--- src/rtl/fetch_unit_if.sv ---
// Fetch-unit bus bundle: instruction-memory request/response, core redirect and instruction delivery.
// master = fetch_unit side, slave = memory/core environment side.
interface fetch_unit_if;
  logic        imem_req_o;
  logic [31:0] imem_addr_o;
  logic        imem_ack_i;
  logic [31:0] imem_rdata_i;
  logic        redirect_i;
  logic [31:0] redirect_pc_i;
  logic        inst_valid_o;
  logic [31:0] inst_o;
  logic [31:0] inst_pc_o;
  logic        inst_ready_i;
  logic        fault_o;

  modport master (
    output imem_req_o, imem_addr_o,
    input  imem_ack_i, imem_rdata_i,
    input  redirect_i, redirect_pc_i,
    output inst_valid_o, inst_o, inst_pc_o,
    input  inst_ready_i,
    output fault_o
  );

  modport slave (
    input  imem_req_o, imem_addr_o,
    output imem_ack_i, imem_rdata_i,
    output redirect_i, redirect_pc_i,
    input  inst_valid_o, inst_o, inst_pc_o,
    output inst_ready_i,
    input  fault_o
  );
endinterface

--- src/rtl/fetch_unit.sv ---
// Single-outstanding instruction fetcher feeding a FIFO_DEPTH buffer; data reaches the head the cycle after ack.
// Stops requesting while the buffer is full; FETCH_ALIGN_CHECK_EN adds a sticky misaligned-redirect fault.
module fetch_unit #(
  parameter logic [31:0] RESET_PC   = 32'h0000_0000,
  parameter int          FIFO_DEPTH = 4
) (
  input logic          clock_i,
  input logic          reset_n_i,
  fetch_unit_if.master bus
);
  localparam int            AW      = (FIFO_DEPTH > 1) ? $clog2(FIFO_DEPTH) : 1;
  localparam int            CW      = AW + 1;
  localparam logic [CW-1:0] DEPTH_C = CW'(FIFO_DEPTH);
  localparam logic [31:0]   NOP     = 32'h0000_0013;

  typedef enum logic [1:0] {
    S_IDLE  = 2'd0,
    S_WAIT  = 2'd1,
    S_DRAIN = 2'd2
  } state_t;

  state_t        r_state;
  state_t        w_state_nxt;
  logic [31:0]   r_fetch_pc;
  logic [31:0]   r_req_addr;
  logic [CW-1:0] r_count;
  logic [AW-1:0] r_wr_ptr;
  logic [AW-1:0] r_rd_ptr;
  logic [31:0]   r_buf_inst [FIFO_DEPTH];
  logic [31:0]   r_buf_pc   [FIFO_DEPTH];

  logic          w_issue;
  logic          w_push;
  logic          w_pop;
  logic          w_empty;
  logic          w_halt;
  logic [31:0]   w_redirect_pc;

`ifdef FETCH_ALIGN_CHECK_EN
  logic r_fault;

  assign w_redirect_pc = bus.redirect_pc_i;

  always_ff @(posedge clock_i or negedge reset_n_i) begin
    if (!reset_n_i) begin
      r_fault <= 1'b0;
    end else if (bus.redirect_i && (bus.redirect_pc_i[1:0] != 2'b00)) begin
      r_fault <= 1'b1;
    end
  end

  assign w_halt      = r_fault;
  assign bus.fault_o = r_fault;
`else
  assign w_redirect_pc = bus.redirect_pc_i & 32'hFFFF_FFFC;
  assign w_halt        = 1'b0;
  assign bus.fault_o   = 1'b0;
`endif

  assign w_empty = (r_count == '0);
  assign w_pop   = !w_empty && bus.inst_ready_i && !bus.redirect_i;

  always_ff @(posedge clock_i or negedge reset_n_i) begin
    if (!reset_n_i) begin
      r_state <= S_IDLE;
    end else begin
      r_state <= w_state_nxt;
    end
  end

  // A redirect seen in IDLE holds off the issue so the new target is what gets requested.
  always_comb begin
    w_state_nxt    = r_state;
    w_issue        = 1'b0;
    w_push         = 1'b0;
    bus.imem_req_o = 1'b0;
    case (r_state)
      S_IDLE: begin
        if (!bus.redirect_i && !w_halt && (r_count < DEPTH_C)) begin
          w_state_nxt = S_WAIT;
          w_issue     = 1'b1;
        end
      end
      S_WAIT: begin
        bus.imem_req_o = 1'b1;
        if (bus.imem_ack_i) begin
          w_state_nxt = S_IDLE;
          w_push      = !bus.redirect_i;
        end else if (bus.redirect_i) begin
          w_state_nxt = S_DRAIN;
        end
      end
      S_DRAIN: begin
        bus.imem_req_o = 1'b1;
        if (bus.imem_ack_i) begin
          w_state_nxt = S_IDLE;
        end
      end
      default: begin
        w_state_nxt = S_IDLE;
      end
    endcase
  end

  always_ff @(posedge clock_i or negedge reset_n_i) begin
    if (!reset_n_i) begin
      r_fetch_pc <= RESET_PC;
      r_req_addr <= RESET_PC;
      r_count    <= '0;
      r_wr_ptr   <= '0;
      r_rd_ptr   <= '0;
    end else begin
      if (w_issue) begin
        r_req_addr <= r_fetch_pc;
      end
      if (bus.redirect_i) begin
        r_fetch_pc <= w_redirect_pc;
        r_count    <= '0;
        r_wr_ptr   <= '0;
        r_rd_ptr   <= '0;
      end else begin
        if (w_push) begin
          r_fetch_pc <= r_req_addr + 32'd4;
          r_wr_ptr   <= r_wr_ptr + AW'(1);
        end
        if (w_pop) begin
          r_rd_ptr <= r_rd_ptr + AW'(1);
        end
        case ({w_push, w_pop})
          2'b10:   r_count <= r_count + CW'(1);
          2'b01:   r_count <= r_count - CW'(1);
          default: r_count <= r_count;
        endcase
      end
    end
  end

  always_ff @(posedge clock_i) begin
    if (w_push) begin
      r_buf_inst[r_wr_ptr] <= bus.imem_rdata_i;
      r_buf_pc[r_wr_ptr]   <= r_req_addr;
    end
  end

  assign bus.imem_addr_o  = r_req_addr;
  assign bus.inst_valid_o = !w_empty;
  assign bus.inst_o       = w_empty ? NOP : r_buf_inst[r_rd_ptr];
  assign bus.inst_pc_o    = w_empty ? 32'h0000_0000 : r_buf_pc[r_rd_ptr];
endmodule
--- src/flat_wrapper.sv ---
// flat-port wrapper written by rule: the top's interface ports become plain ports
module fetch_unit_flat 
#(
  parameter logic [31:0] RESET_PC   = 32'h0000_0000,
  parameter int          FIFO_DEPTH = 4
)
  (clock_i, reset_n_i, bus_imem_req_o, bus_imem_addr_o, bus_imem_ack_i, bus_imem_rdata_i, bus_redirect_i, bus_redirect_pc_i, bus_inst_valid_o, bus_inst_o, bus_inst_pc_o, bus_inst_ready_i, bus_fault_o);
  fetch_unit_if bus_i ();
  input logic clock_i;
  input logic reset_n_i;
  output wire logic [$bits(bus_i.imem_req_o)-1:0] bus_imem_req_o;
  output wire logic [$bits(bus_i.imem_addr_o)-1:0] bus_imem_addr_o;
  input wire logic [$bits(bus_i.imem_ack_i)-1:0] bus_imem_ack_i;
  input wire logic [$bits(bus_i.imem_rdata_i)-1:0] bus_imem_rdata_i;
  input wire logic [$bits(bus_i.redirect_i)-1:0] bus_redirect_i;
  input wire logic [$bits(bus_i.redirect_pc_i)-1:0] bus_redirect_pc_i;
  output wire logic [$bits(bus_i.inst_valid_o)-1:0] bus_inst_valid_o;
  output wire logic [$bits(bus_i.inst_o)-1:0] bus_inst_o;
  output wire logic [$bits(bus_i.inst_pc_o)-1:0] bus_inst_pc_o;
  input wire logic [$bits(bus_i.inst_ready_i)-1:0] bus_inst_ready_i;
  output wire logic [$bits(bus_i.fault_o)-1:0] bus_fault_o;
  assign bus_imem_req_o = bus_i.imem_req_o;
  assign bus_imem_addr_o = bus_i.imem_addr_o;
  assign bus_i.imem_ack_i = bus_imem_ack_i;
  assign bus_i.imem_rdata_i = bus_imem_rdata_i;
  assign bus_i.redirect_i = bus_redirect_i;
  assign bus_i.redirect_pc_i = bus_redirect_pc_i;
  assign bus_inst_valid_o = bus_i.inst_valid_o;
  assign bus_inst_o = bus_i.inst_o;
  assign bus_inst_pc_o = bus_i.inst_pc_o;
  assign bus_i.inst_ready_i = bus_inst_ready_i;
  assign bus_fault_o = bus_i.fault_o;
  fetch_unit #(.RESET_PC(RESET_PC), .FIFO_DEPTH(FIFO_DEPTH)) u_core (.clock_i(clock_i), .reset_n_i(reset_n_i), .bus(bus_i));
endmodule
--- config.mk ---
export PLATFORM = sky130hd
export DESIGN_NAME = fetch_unit_flat
export DESIGN_NICKNAME = d
export VERILOG_FILES = /design/src/rtl/fetch_unit_if.sv /design/src/rtl/fetch_unit.sv /design/src/flat_wrapper.sv
export SDC_FILE = /design/constraint.sdc
export NUM_CORES = 1
export LEC_CHECK = 0
export CORE_ASPECT_RATIO = 1.25
export CORE_UTILIZATION = 55
export CTS_CLUSTER_DIAMETER = 50
export CTS_CLUSTER_SIZE = 28
export DETAILED_ROUTE_END_ITERATION = 8
export HOLD_SLACK_MARGIN = 0.05
export PLACE_DENSITY = 0.91
export SLEW_MARGIN = 20
export SYNTH_ARGS = -nofsm -noshare
export SYNTH_HDL_FRONTEND = slang
export SYNTH_SLANG_ARGS = --single-unit
--- constraint.sdc ---
create_clock -name clock_i -period 3.6 [get_ports clock_i]
set_clock_uncertainty 0.15 [all_clocks]
set_input_delay 0.36 -clock clock_i [delete_from_list [all_inputs] [get_ports clock_i]]
set_output_delay 0.36 -clock clock_i [all_outputs]
set_load 0.05 [all_outputs]
-- Word-level counts from Yosys, hierarchy flattened
Memory sizes are Yosys's and may differ from the RTL's.
Index checks and enable logic that the tools add are counted.
- add/subtract/negate cells: 5
- magnitude comparators: 1
- equal/unequal tests: 7
- mux-type cells: 22
- reductions and logical operators: 12
- operators with widths (kind ; number):
    $mux 32 ; 4
    $add 32x3->32 const B ; 1
    $mux 2 ; 8
    $mux 1 ; 7
    $pmux 2 s3 ; 1
    $pmux 3 s2 ; 1
    $add 2x1->2 const B ; 2
    $eq 2x1->1 const B ; 2
    $eq 2x2->1 const B ; 2
    $reduce_bool 2->1 ; 2
    $add 3x1->3 const B ; 1
    $logic_and 1x1->1 ; 3
    $logic_not 3->1 ; 1
    $lt 3x3->1 const B ; 1
    $mux 3 ; 1
    $ne 3x3->1 const B ; 1
    $reduce_and 3->1 ; 1
    $reduce_bool 3->1 ; 1
    $sub 3x1->3 const B ; 1
    $logic_not 1->1 ; 2
    $logic_not 2->1 ; 1
    $ne 2x1->1 const B ; 1
    $ne 2x2->1 const B ; 1
    $reduce_or 2->1 ; 1
- flip-flop bits (word level): 73
- memory bits (writable): 256
- bits of input ports: 69
- word-level logic and storage cells: 55
- memories: 2
- memory list (memory ; words ; bits a word ; read ports ; clocked after memory_dff ; write ports ; line ; RTL):
    u_core.r_buf_inst ; 4 ; 32 ; 1 ; 0 ; 1 ; fetch_unit.sv:29 ; logic [31:0] r_buf_inst [FIFO_DEPTH];
    u_core.r_buf_pc ; 4 ; 32 ; 1 ; 0 ; 1 ; fetch_unit.sv:30 ; logic [31:0] r_buf_pc [FIFO_DEPTH];

-- Longest topological paths before layout
Gate-level depths: netlist (run 1).
- depth after elaboration: 7
- gate-level depth with buffers: 11
- mapped depth without buffers: 9

-- Least setup slack after synthesis (run 1)
OpenSTA, ideal clock, no wires.
- path kind: reg-to-reg
- from: register u_core.r_state[1]
- to: memory u_core.r_buf_inst[0][0], enable pin
- arrival time: 2465 ps
- path slack: 556 ps
- cell stages (with the launch flop): 6
- period minus slack after synthesis: 3044 ps
- path through: dfrtp_1 > inv_1 > ha_1 > nand2_1 > nor2_1 > and2_1
- cells in the longest elaborated chain, start to end: 4
- RTL lines (element ; line ; RTL):
    from (decl) ; fetch_unit.sv:22 ; state_t r_state;
    from (signal assigned) ; fetch_unit.sv:67 ; r_state <= w_state_nxt;
    $eq 2x1->1 ; fetch_unit.sv:77 ; case (r_state)
    $mux 1 ; fetch_unit.sv:77 ;
    $mux 1 ; fetch_unit.sv:139 ; if (w_push) begin
    $mux 1 (not written as such) ; fetch_unit.sv:140 ; r_buf_inst[r_wr_ptr] <= bus.imem_rdata_i;
    to (decl) ; fetch_unit.sv:29 ;
No other way between the ends.

-- Worst setup path in the final report (run 1)
- from: register u_core.r_count[0]
- to: output port bus_inst_o[8]
- cells in the longest elaborated chain, start to end: 2
- RTL lines (element ; line ; RTL):
    from (decl) ; fetch_unit.sv:26 ; logic [CW-1:0] r_count;
    from (signal assigned) ; fetch_unit.sv:130 ; 2'b10: r_count <= r_count + CW'(1);
    from (signal assigned) ; fetch_unit.sv:131 ; 2'b01: r_count <= r_count - CW'(1);
    from (signal assigned) ; fetch_unit.sv:132 ; default: r_count <= r_count;
    $logic_not 3->1 ; fetch_unit.sv:60 ; assign w_empty = (r_count == '0);
    $mux 32 ; fetch_unit.sv:147 ; assign bus.inst_o = w_empty ? NOP : r_buf_inst[r_rd_ptr];
    to (decl) ; flat_wrapper.sv:18 ; output wire logic [$bits(bus_i.inst_o)-1:0] bus_inst_o;
No other way between the ends.

==> results of run 1 <==
cell usage after synthesis, types with 2 or more instances:
| cell type | count |
|---|---|
| buf_1 | 3 |
| xnor2_1 | 10 |
| nor3b_1 | 2 |
| xor2_1 | 21 |
| a21oi_1 | 14 |
| o21ai_0 | 18 |
| and4_1 | 2 |
| mux2_2 | 28 |
| and2_1 | 69 |
| nor3_1 | 4 |
| buf_2 | 16 |
| and3_1 | 5 |
| nand3_1 | 14 |
| nand4_1 | 9 |
| o31ai_1 | 2 |
| nor2_1 | 17 |
| mux2i_1 | 7 |
| nor4_1 | 2 |
| or2_2 | 3 |
| o221ai_1 | 16 |
| edfxtp_1 | 256 |
| ha_1 | 8 |
| mux4_2 | 64 |
| nand2_1 | 61 |
| dfrtp_1 | 73 |
| clkbuf_1 | 23 |
| inv_1 | 12 |
through the flow:
stage	area [sq um]	setup WS (ns)	std cells	power, mW
5_1_grt	16300	0.0667	1285	14.3
2_1_floorplan	13400	0.556	776	9.07
3_5_place_dp	15500	0.400	1242	11.1
4_1_cts	16300	0.163	1285	13.8
3_3_place_gp	15500	0.450	1242	10.9
6_report	16300	0.199	1285	13.7
power by group through the flow:
stage               clock network, mW  logic (mW)  registers (mW)
floorplan                           0        3.37            5.70
global placement                    0        5.62            5.33
detailed placement                  0        5.73            5.38
CTS                              2.79        5.74            5.30
global route                     2.92        5.98            5.37
finish                           2.75        5.68            5.30
layout by cell type, fill, tap and decap left out, drive strengths merged, types with 8 or more instances in the layout:
cell           Yosys  layout
edfxtp           256     256
clkdlybuf4s50      0     162
dfrtp             73      73
and2              69      69
mux4              64      64
nand2             61      61
mux2              28      28
clkbuf            23      25
buf               20      22
inv               13      22
xor2              21      21
o21ai             19      19
nor2              17      17
o221ai            16      16
nand3             14      14
a21oi             14      14
xnor2             10      10
nand4             10      10
ha                 8       8
sequential cells by signal (all words and copies together), names as in the netlist:
signal / flops
u_core.r_rd_ptr: 2
u_core.bus.imem_addr_o: 32
u_core.r_buf_inst: 128
u_core.r_count: 3
u_core.r_buf_pc: 128
u_core.r_state: 2
u_core.r_wr_ptr: 2
u_core.r_fetch_pc: 32
kinds of logic after synthesis:
logic type / count (synthesis) / share of synthesized area
other: 1 / 0.000280
AO/OA/AOI/OAI: 56 / 0.0270
XOR/XNOR: 31 / 0.0203
multiplexers: 99 / 0.136
flip-flops: 329 / 0.711
buffers and inverters: 56 / 0.0175
AND/OR/NAND/NOR: 195 / 0.0785
adder cells (fa/ha/maj): 9 / 0.00898
final cells by class:
| type | count | area, sq um | share of cell area |
|---|---|---|---|
| flip-flops and latches | 329 | 9520 | 0.583 |
| multi-input cells | 391 | 3660 | 0.224 |
| repair buffers | 185 | 1890 | 0.116 |
| clock buffers | 25 | 583 | 0.0357 |
| well taps | 325 | 407 | 0.0249 |
| clock inverters | 17 | 229 | 0.0140 |
| inverters | 13 | 48.8 | 0.00299 |
routing by layer:
layer	wire length [microns]	track usage	share of wire	up-vias
li1	-	-	-	3288
met1	10700	0.289	0.40	3724
met2	14000	0.383	0.53	242
met3	1300	0.0277	0.049	45
met4	617	0.0650	0.023	0
met5	0	0	0	-
what timing repair did:
action                                  CTS  global route
hold endpoints to repair                 73             0
hold buffers                              1             0
gates resized for setup                   1             0
endpoints found under the setup margin   44             0
worst paths after layout:
check | start | endpoint | slack (ns) | depth (start not counted)
min in group asynchronous | reset_n_i | u_core.r_fetch_pc[22]$_DFFE_PN0P_ | 0.34 | 2
worst min register to register | u_core.r_fetch_pc[15]$_DFFE_PN0P_ | u_core.bus.imem_addr_o[15]$_DFFE_PN0P_ | 0.34 | 2
worst max register to register | u_core.r_count[0]$_DFFE_PN0P_ | u_core.r_count[2]$_DFFE_PN0P_ | 0.80 | 8
worst min-delay path | bus_redirect_i | u_core.r_count[1]$_DFFE_PN0P_ | 0.15 | 2
worst max-delay path | u_core.r_count[0]$_DFFE_PN0P_ | bus_inst_o[8] | 0.20 | 5
max in group asynchronous | reset_n_i | u_core.r_rd_ptr[0]$_DFFE_PN0P_ | 2.25 | 2
worst register-to-register path: stages (launching register included):
cell and delay (ns):
dfrtp_1 0.44, nor3_2 0.41, inv_2 0.36, nand2_1 0.29, nor3_1 0.10, fa_1 0.45, nor3_1 0.22, o21ai_0 0.11
a31oi_1 0.18
==> flow_summary.json, run 1 <==
{
  "outcome": "finished, final reports clean",
  "crit_path_cell_trace": "nor3_2, inv_2, buf_4, and2_1, clkdlybuf4s50_1",
  "post-cts-setup-buffers": 0,
  "clock_tree.buffer_depth": 3,
  "syn_inst": 776,
  "crit_path_end_kind": "output port",
  "final_period_minus_worst_setup_slack_ns": 3.40,
  "timing.critical_path.slowest_stage_cell": "clkdlybuf4s50_1",
  "grt_pass1_vias": 7677,
  "post-synth-top-area-cell": "edfxtp_1",
  "combinationalPowerShare": 0.414,
  "n_fill_cell": 1583,
  "routed_wl_microns": 26600,
  "placement_rows": 63,
  "grt_setup_unrepaired": "false",
  "port_buffers": 164,
  "vias": 7299,
  "antenna-diode-count": 0,
  "number_of_h_tree_levels": 1,
  "hold_viol": 0,
  "die_area_sq_um": 25000,
  "ant_nets": 0,
  "largest_net_degree_at_the_start_of_global_routing": 74,
  "power_density_nw_per_um2": 840,
  "period_share": 0.945,
  "synthesis.nets": 854,
  "required_time_reported_for_the_critical_path_endpoint_ns": 3.09,
  "worst_pin_slew_ns": 0.914,
  "core_area_sq_um": 23800,
  "dp_hpwl_microns": 17000,
  "detail_route.iter0.violations": 551,
  "cts.root.buffer_cell": "clkbuf_16",
  "totalNegativeSetupSlack_ns": 0,
  "routability_congestion_estimate": 0.806,
  "synth.ff_latch_count": 329,
  "worst_setup_hold_path_clk_slew_ns": 0.09,
  "overflow": 0,
  "worst-path-max-fanout": 28,
  "setup-violations-final": 0,
  "pwr-share-seq": 0.386,
  "cts_made_buffers": 23,
  "cp.arrival_ns": 2.89,
  "timing.critical_path.max_delay_family": "buffers and inverters",
  "power.ir.vdd_worst_mv": 0.560,
  "drcViolationCount": 0,
  "ys_top_cells_by_area": "edfxtp_1 (57%), dfrtp_1 (14%), mux4_2 (11%)",
  "clock_sinks": 329,
  "sequential_element_share_of_the_synthesized_area": 0.711,
  "fp.dieH_microns": 176,
  "cp-start-kind": "flip-flop",
  "detailedRoute.firstPassIterationCount": 5,
  "layout-drive-gt1-share": 0.177,
  "final_util": 0.686,
  "yosysWarnings": 0,
  "slowest_delay_ns": 0.71,
  "cp.buffers_inverters": 3,
  "area_delta_synth_final_pct": 22.1,
  "mean_post_synth_cell_area_sq_um": 17.2,
  "ys_dominant_reg_cell": "edfxtp_1",
  "chipWidth_microns": 142,
  "route.detailed.vias_per_inst": 5.68,
  "report.final.slew_viol_count": 0,
  "clock_latency_ns": 0.53,
  "ys_types": 44,
  "slew_headroom": 0.390,
  "synth_edf_count": 256,
  "power.internal_mw": 8.23,
  "globalRouteTotalUtil": 0.219,
  "cellLeakagePower_nw": 5.59,
  "timing.setup.critical_path_class": "flip-flop to output port",
  "post_synthesis_instance_area_sq_um": 13400,
  "design.final.nets": 1021,
  "drv.max_cap_violation_count": 0,
  "grt_pass1_wl_microns": 41800,
  "power.share.clock": 0.200,
  "fin_worst_hold_slack_ns": 0.154,
  "tritoncts": "built",
  "avgRoutedWirePerCell_microns": 20.7,
  "swShare": 0.401,
  "antenna_found_initial": 0,
  "asyncSetResetFlopFracSynth": 0.222,
  "start_util": 0.562,
  "hold_class": "input port to flip-flop",
  "synth_top_cell_area_share": 0.574,
  "maxClockFrequency_mhz": 294,
  "power.net_switching_mw": 5.50,
  "floorplan.io_pins": 168
}
Power figures use the tool's default switching activity.
==> run 2, diff against run 1 <==
CAP_MARGIN = 30   (was not set)
PLACE_DENSITY = 0.86   (was 0.91)
==> run 2 against run 1 <==
  * Power is 1.1% higher
  * Critical path depth is 1 lower
  * Cell area is 0.72% higher
  * Via count is 0.77% higher
  * Register-to-register slack better by 0.11 ns
  * Setup slack worse by 0.020 ns
  * Maximum frequency is 0.59% lower
  * Cell count is 0.47% higher
  * First-iteration DRC count is 9.4% lower
==> flow_summary.json, run 2 (synthesis gave the netlist of run 1 again) <==
{
  "report.final.slew_viol_count": 0,
  "vias": 7355,
  "worst-path-max-fanout": 13,
  "cts.root.buffer_cell": "clkbuf_16",
  "avgRoutedWirePerCell_microns": 20.5,
  "period_share": 0.950,
  "antenna_found_initial": 0,
  "cellLeakagePower_nw": 5.64,
  "clock_latency_ns": 0.55,
  "maxClockFrequency_mhz": 292,
  "totalNegativeSetupSlack_ns": 0,
  "power_density_nw_per_um2": 844,
  "regToRegSetupSlack_ns": 0.91,
  "routed_wl_microns": 26500,
  "power.net_switching_mw": 5.63,
  "hold_class": "input port to asynchronous set/reset pin",
  "grt_setup_unrepaired": "false",
  "timing.setup.critical_path_class": "flip-flop to output port",
  "required_time_reported_for_the_critical_path_endpoint_ns": 3.09,
  "drv.max_cap_violation_count": 0,
  "setup-violations-final": 0,
  "cp.arrival_ns": 2.91,
  "slew_headroom": 0.468,
  "detail_route.iter0.violations": 499,
  "hold_viol": 0,
  "pwr-share-seq": 0.382,
  "swShare": 0.405,
  "layout_common_cells": "edfxtp_1 (256), clkdlybuf4s50_1 (162), dfrtp_1 (71)",
  "floorplan.io_pins": 168,
  "grt_pass1_vias": 7570,
  "worst_setup_hold_path_clk_slew_ns": 0.09,
  "start_util": 0.562,
  "power.share.clock": 0.207,
  "final_period_minus_worst_setup_slack_ns": 3.42,
  "combinationalPowerShare": 0.411,
  "outcome": "finished, final reports clean",
  "die_area_sq_um": 25000,
  "power.ir.vdd_worst_mv": 0.658,
  "largest_net_degree_at_the_start_of_global_routing": 74,
  "crit_path_end_kind": "output port",
  "chipWidth_microns": 142,
  "route.detailed.vias_per_inst": 5.70,
  "overflow": 0,
  "port_buffers": 164,
  "antenna-diode-count": 0,
  "tritoncts": "built",
  "area_delta_synth_final_pct": 23.0,
  "dp_hpwl_microns": 16400,
  "drcViolationCount": 0,
  "core_area_sq_um": 23800,
  "clock_tree.buffer_depth": 3,
  "clock_sinks": 329,
  "final_util": 0.691,
  "number_of_h_tree_levels": 1,
  "worst_pin_slew_ns": 0.798,
  "cp-start-kind": "flip-flop",
  "globalRouteTotalUtil": 0.217,
  "power.internal_mw": 8.26,
  "ant_nets": 0,
  "layout-drive-gt1-share": 0.180,
  "grt_pass1_wl_microns": 41300,
  "routability_congestion_estimate": 0.797,
  "design.final.nets": 1026,
  "largestRegisters": "u_core.r_buf_inst: 128 flops, u_core.r_buf_pc: 128 flops",
  "fp.dieH_microns": 176,
  "layout_commonest_cell": "edfxtp_1",
  "detailedRoute.firstPassIterationCount": 4,
  "cts_made_buffers": 24,
  "placement_rows": 63
}
run 2: cell types whose count changed in the layout (fill, tap and decap cells not counted), moves of 2 or more:
| cell | previous run | this run |
|---|---|---|
| buf_4 | 13 | 15 |
| clkinv_1 | 0 | 3 |
| clkinv_16 | 0 | 2 |
| inv_6 | 5 | 1 |
| inv_8 | 1 | 4 |
run 2: path summary, 6_finish.rpt:
check	from	cells past startpoint	endpoint
hold / removal	reset_n_i	2	u_core.bus.imem_addr_o[26]$_DFFE_PN0P_
max in group asynchronous	reset_n_i	3	u_core.r_fetch_pc[15]$_DFFE_PN0P_
min in group clock_i	bus_redirect_i	2	u_core.r_rd_ptr[1]$_DFFE_PN0P_
setup reg to reg	u_core.r_count[0]$_DFFE_PN0P_	9	u_core.r_count[2]$_DFFE_PN0P_
setup / recovery	u_core.r_rd_ptr[0]$_DFFE_PN0P_	4	bus_inst_pc_o[6]
hold reg to reg	u_core.r_fetch_pc[15]$_DFFE_PN0P_	2	u_core.bus.imem_addr_o[15]$_DFFE_PN0P_
run 2: metrics by stage:
stage / total power, mW / setup WS [ns] / instances / hold slack [ns] / area [sq um]
floorplan: 9.07 / 0.556 / 776 / -0.0856 / 13400
global placement: 11.0 / 0.433 / 1244 / 0.305 / 15500
detailed placement: 11.1 / 0.487 / 1244 / 0.318 / 15500
CTS: 14.0 / 0.137 / 1290 / 0.158 / 16400
global route: 14.4 / 0.110 / 1291 / 0.111 / 16500
finish: 13.9 / 0.179 / 1291 / 0.0945 / 16500
run 2: what timing repair did:
action                                  CTS  global route
buffers inserted                          1             0
hold buffers                              1             0
endpoints found under the setup margin   48             0
resized for setup                         1             0
hold endpoints to repair                 73             0
run 2: final cells by class:
cell class | count | area, sq um
clock buffer | 25 | 604
clock inverter | 19 | 268
fill | 1590 | 7350
inverter | 13 | 48.8
multi-input combinational | 391 | 3660
sequential | 329 | 9520
tap | 325 | 407
timing repair buffer | 189 | 1950
run 2: critical path: stages, from the launching register on:
cell and delay [ns]:
dfrtp_4 0.66, buf_4 0.26, mux4_2 0.55, and2_1 0.19, clkdlybuf4s50_1 0.70
run 2: metal layers:
layer,part of all wire,GRT usage
met5,0,0
met4,0.022,0.0654
met3,0.043,0.0241
met2,0.52,0.373
met1,0.42,0.293
run 2: power by group through the flow:
stage	clock (mW)	combinational (mW)	sequential, mW
finish	2.87	5.71	5.30
global route	3.05	6.01	5.37
CTS	2.92	5.77	5.30
detailed placement	0	5.68	5.40
global placement	0	5.61	5.36
floorplan	0	3.37	5.70
==> run 3, diff against run 2 <==
SKIP_CTS_REPAIR_TIMING = 1   (was not set)
==> run 3 against run 2 <==
  * Die area is the same
  * Via count grew 0.37%
  * Clock power is essentially flat
==> flow_summary.json, run 3 (synthesis gave the netlist of run 1 again) <==
{
  "outcome": "finished, final reports clean",
  "detail_route.iter0.violations": 494,
  "final_period_minus_worst_setup_slack_ns": 3.42,
  "avgRoutedWirePerCell_microns": 20.5,
  "power.net_switching_mw": 5.62,
  "drv.max_cap_violation_count": 0,
  "pwr-share-seq": 0.382,
  "die_area_sq_um": 25000,
  "clock_latency_ns": 0.55,
  "worst_setup_hold_path_clk_slew_ns": 0.09,
  "combinationalPowerShare": 0.411,
  "multi_input_area_sq_um": 3660,
  "chipWidth_microns": 142,
  "detailedRoute.firstPassIterationCount": 4,
  "largest_net_degree_at_the_start_of_global_routing": 74,
  "largestRegisters": "u_core.r_buf_inst: 128 flops, u_core.r_buf_pc: 128 flops",
  "global_route.usage.met3": 0.0241,
  "tritoncts": "built",
  "design.final.nets": 1026,
  "final_cell_area_sq_um": 16500,
  "cellLeakagePower_nw": 5.64,
  "busiest_layer": "met2",
  "final_util": 0.691,
  "worst-path-max-fanout": 13,
  "placement_rows": 63,
  "power_density_nw_per_um2": 843,
  "power.ir.vdd_worst_mv": 0.653,
  "worst_pin_slew_ns": 0.810,
  "n_fill_cell": 1588,
  "grt_pass1_vias": 7580,
  "power.share.clock": 0.207,
  "port_buffers": 164,
  "met2_grt_util": 0.372,
  "period_share": 0.949,
  "antenna-diode-count": 0,
  "grt_setup_unrepaired": "false",
  "cts.root.buffer_cell": "clkbuf_16",
  "final_cell_count_without_fillers": 1291,
  "timing.setup.critical_path_class": "flip-flop to output port",
  "report.final.slew_viol_count": 0,
  "place.detailed.instances": 1244,
  "overflow": 0,
  "antenna_found_initial": 0,
  "maxClockFrequency_mhz": 293,
  "core_area_sq_um": 23800,
  "routability_congestion_estimate": 0.797,
  "cp-start-kind": "flip-flop",
  "start_util": 0.562,
  "grt.met1_usage": 0.292,
  "hold_viol": 0,
  "vias": 7382,
  "slew_headroom": 0.460,
  "clock_sinks": 329,
  "fp.dieH_microns": 176,
  "floorplan.io_pins": 168,
  "layout_common_cells": "edfxtp_1 (256), clkdlybuf4s50_1 (162), dfrtp_1 (71)",
  "post_dp_cell_area_sq_um": 15500,
  "hold_class": "input port to asynchronous set/reset pin",
  "area_delta_synth_final_pct": 23.0,
  "clock_tree.buffer_depth": 3,
  "crit_path_end_kind": "output port",
  "layout-drive-gt1-share": 0.180,
  "cp.arrival_ns": 2.91,
  "number_of_h_tree_levels": 1,
  "grt_pass1_wl_microns": 41200,
  "layout_commonest_cell": "edfxtp_1",
  "power.internal_mw": 8.26,
  "setup-violations-final": 0,
  "seqCellArea_sq_um": 9520,
  "dp_hpwl_microns": 16400,
  "ant_nets": 0,
  "drcViolationCount": 0,
  "swShare": 0.405,
  "routed_wl_microns": 26400,
  "route.detailed.vias_per_inst": 5.72,
  "globalRouteTotalUtil": 0.216,
  "required_time_reported_for_the_critical_path_endpoint_ns": 3.09,
  "cts_made_buffers": 24
}
[run 3: final cells by class]
| class | count | area share |
|---|---|---|
| inverters | 13 | 0.00297 |
| flip-flops and latches | 329 | 0.579 |
| well taps | 325 | 0.0247 |
| repair buffers | 189 | 0.119 |
| clock buffers | 25 | 0.0367 |
| clock inverters | 19 | 0.0163 |
| multi-input cells | 391 | 0.222 |
[run 3: power by group through the flow]
stage                     Clock (mW)  Combinational (mW)  Sequential, mW
after detailed placement           0                5.68            5.40
final                           2.87                5.71            5.30
after CTS                       2.92                5.71            5.32
after floorplan                    0                3.37            5.70
after global routing            3.05                6.01            5.37
after global placement             0                5.61            5.36
[run 3: final timing paths]
check | start | end | slack [ns] | cells after the start
setup / recovery | u_core.r_rd_ptr[0]$_DFFE_PN0P_ | bus_inst_pc_o[6] | 0.18 | 4
hold / removal | reset_n_i | u_core.bus.imem_addr_o[26]$_DFFE_PN0P_ | 0.09 | 2
setup reg to reg | u_core.r_count[0]$_DFFE_PN0P_ | u_core.r_count[2]$_DFFE_PN0P_ | 0.90 | 9
hold reg to reg | u_core.r_fetch_pc[15]$_DFFE_PN0P_ | u_core.bus.imem_addr_o[15]$_DFFE_PN0P_ | 0.31 | 2
max in group asynchronous | reset_n_i | u_core.r_fetch_pc[15]$_DFFE_PN0P_ | 2.65 | 3
min in group clock_i | bus_redirect_i | u_core.r_rd_ptr[1]$_DFFE_PN0P_ | 0.19 | 2
[run 3: critical path, stage by stage, from the launching register on]
cell and delay, ns:
dfrtp_4 0.65, buf_4 0.26, mux4_2 0.54, and2_1 0.18, clkdlybuf4s50_1 0.70
[run 3: stage by stage]
stage	setup TNS, ns	setup WS, ns	hold WS, ns	total power [mW]
6_report	0	0.185	0.0935	13.9
2_1_floorplan	0	0.556	-0.0856	9.07
3_3_place_gp	0	0.433	0.305	11.0
3_5_place_dp	0	0.487	0.318	11.1
5_1_grt	0	0.113	0.111	14.4
4_1_cts	-4.51	-0.122	-0.182	13.9
[run 3: metal layers]
layer | wire [microns] | share of wire | vias up
met5 | 0 | 0 | -
met4 | 620 | 0.023 | 0
met3 | 966 | 0.037 | 46
met2 | 13600 | 0.51 | 185
met1 | 11200 | 0.43 | 3843
li1 | - | - | 3308
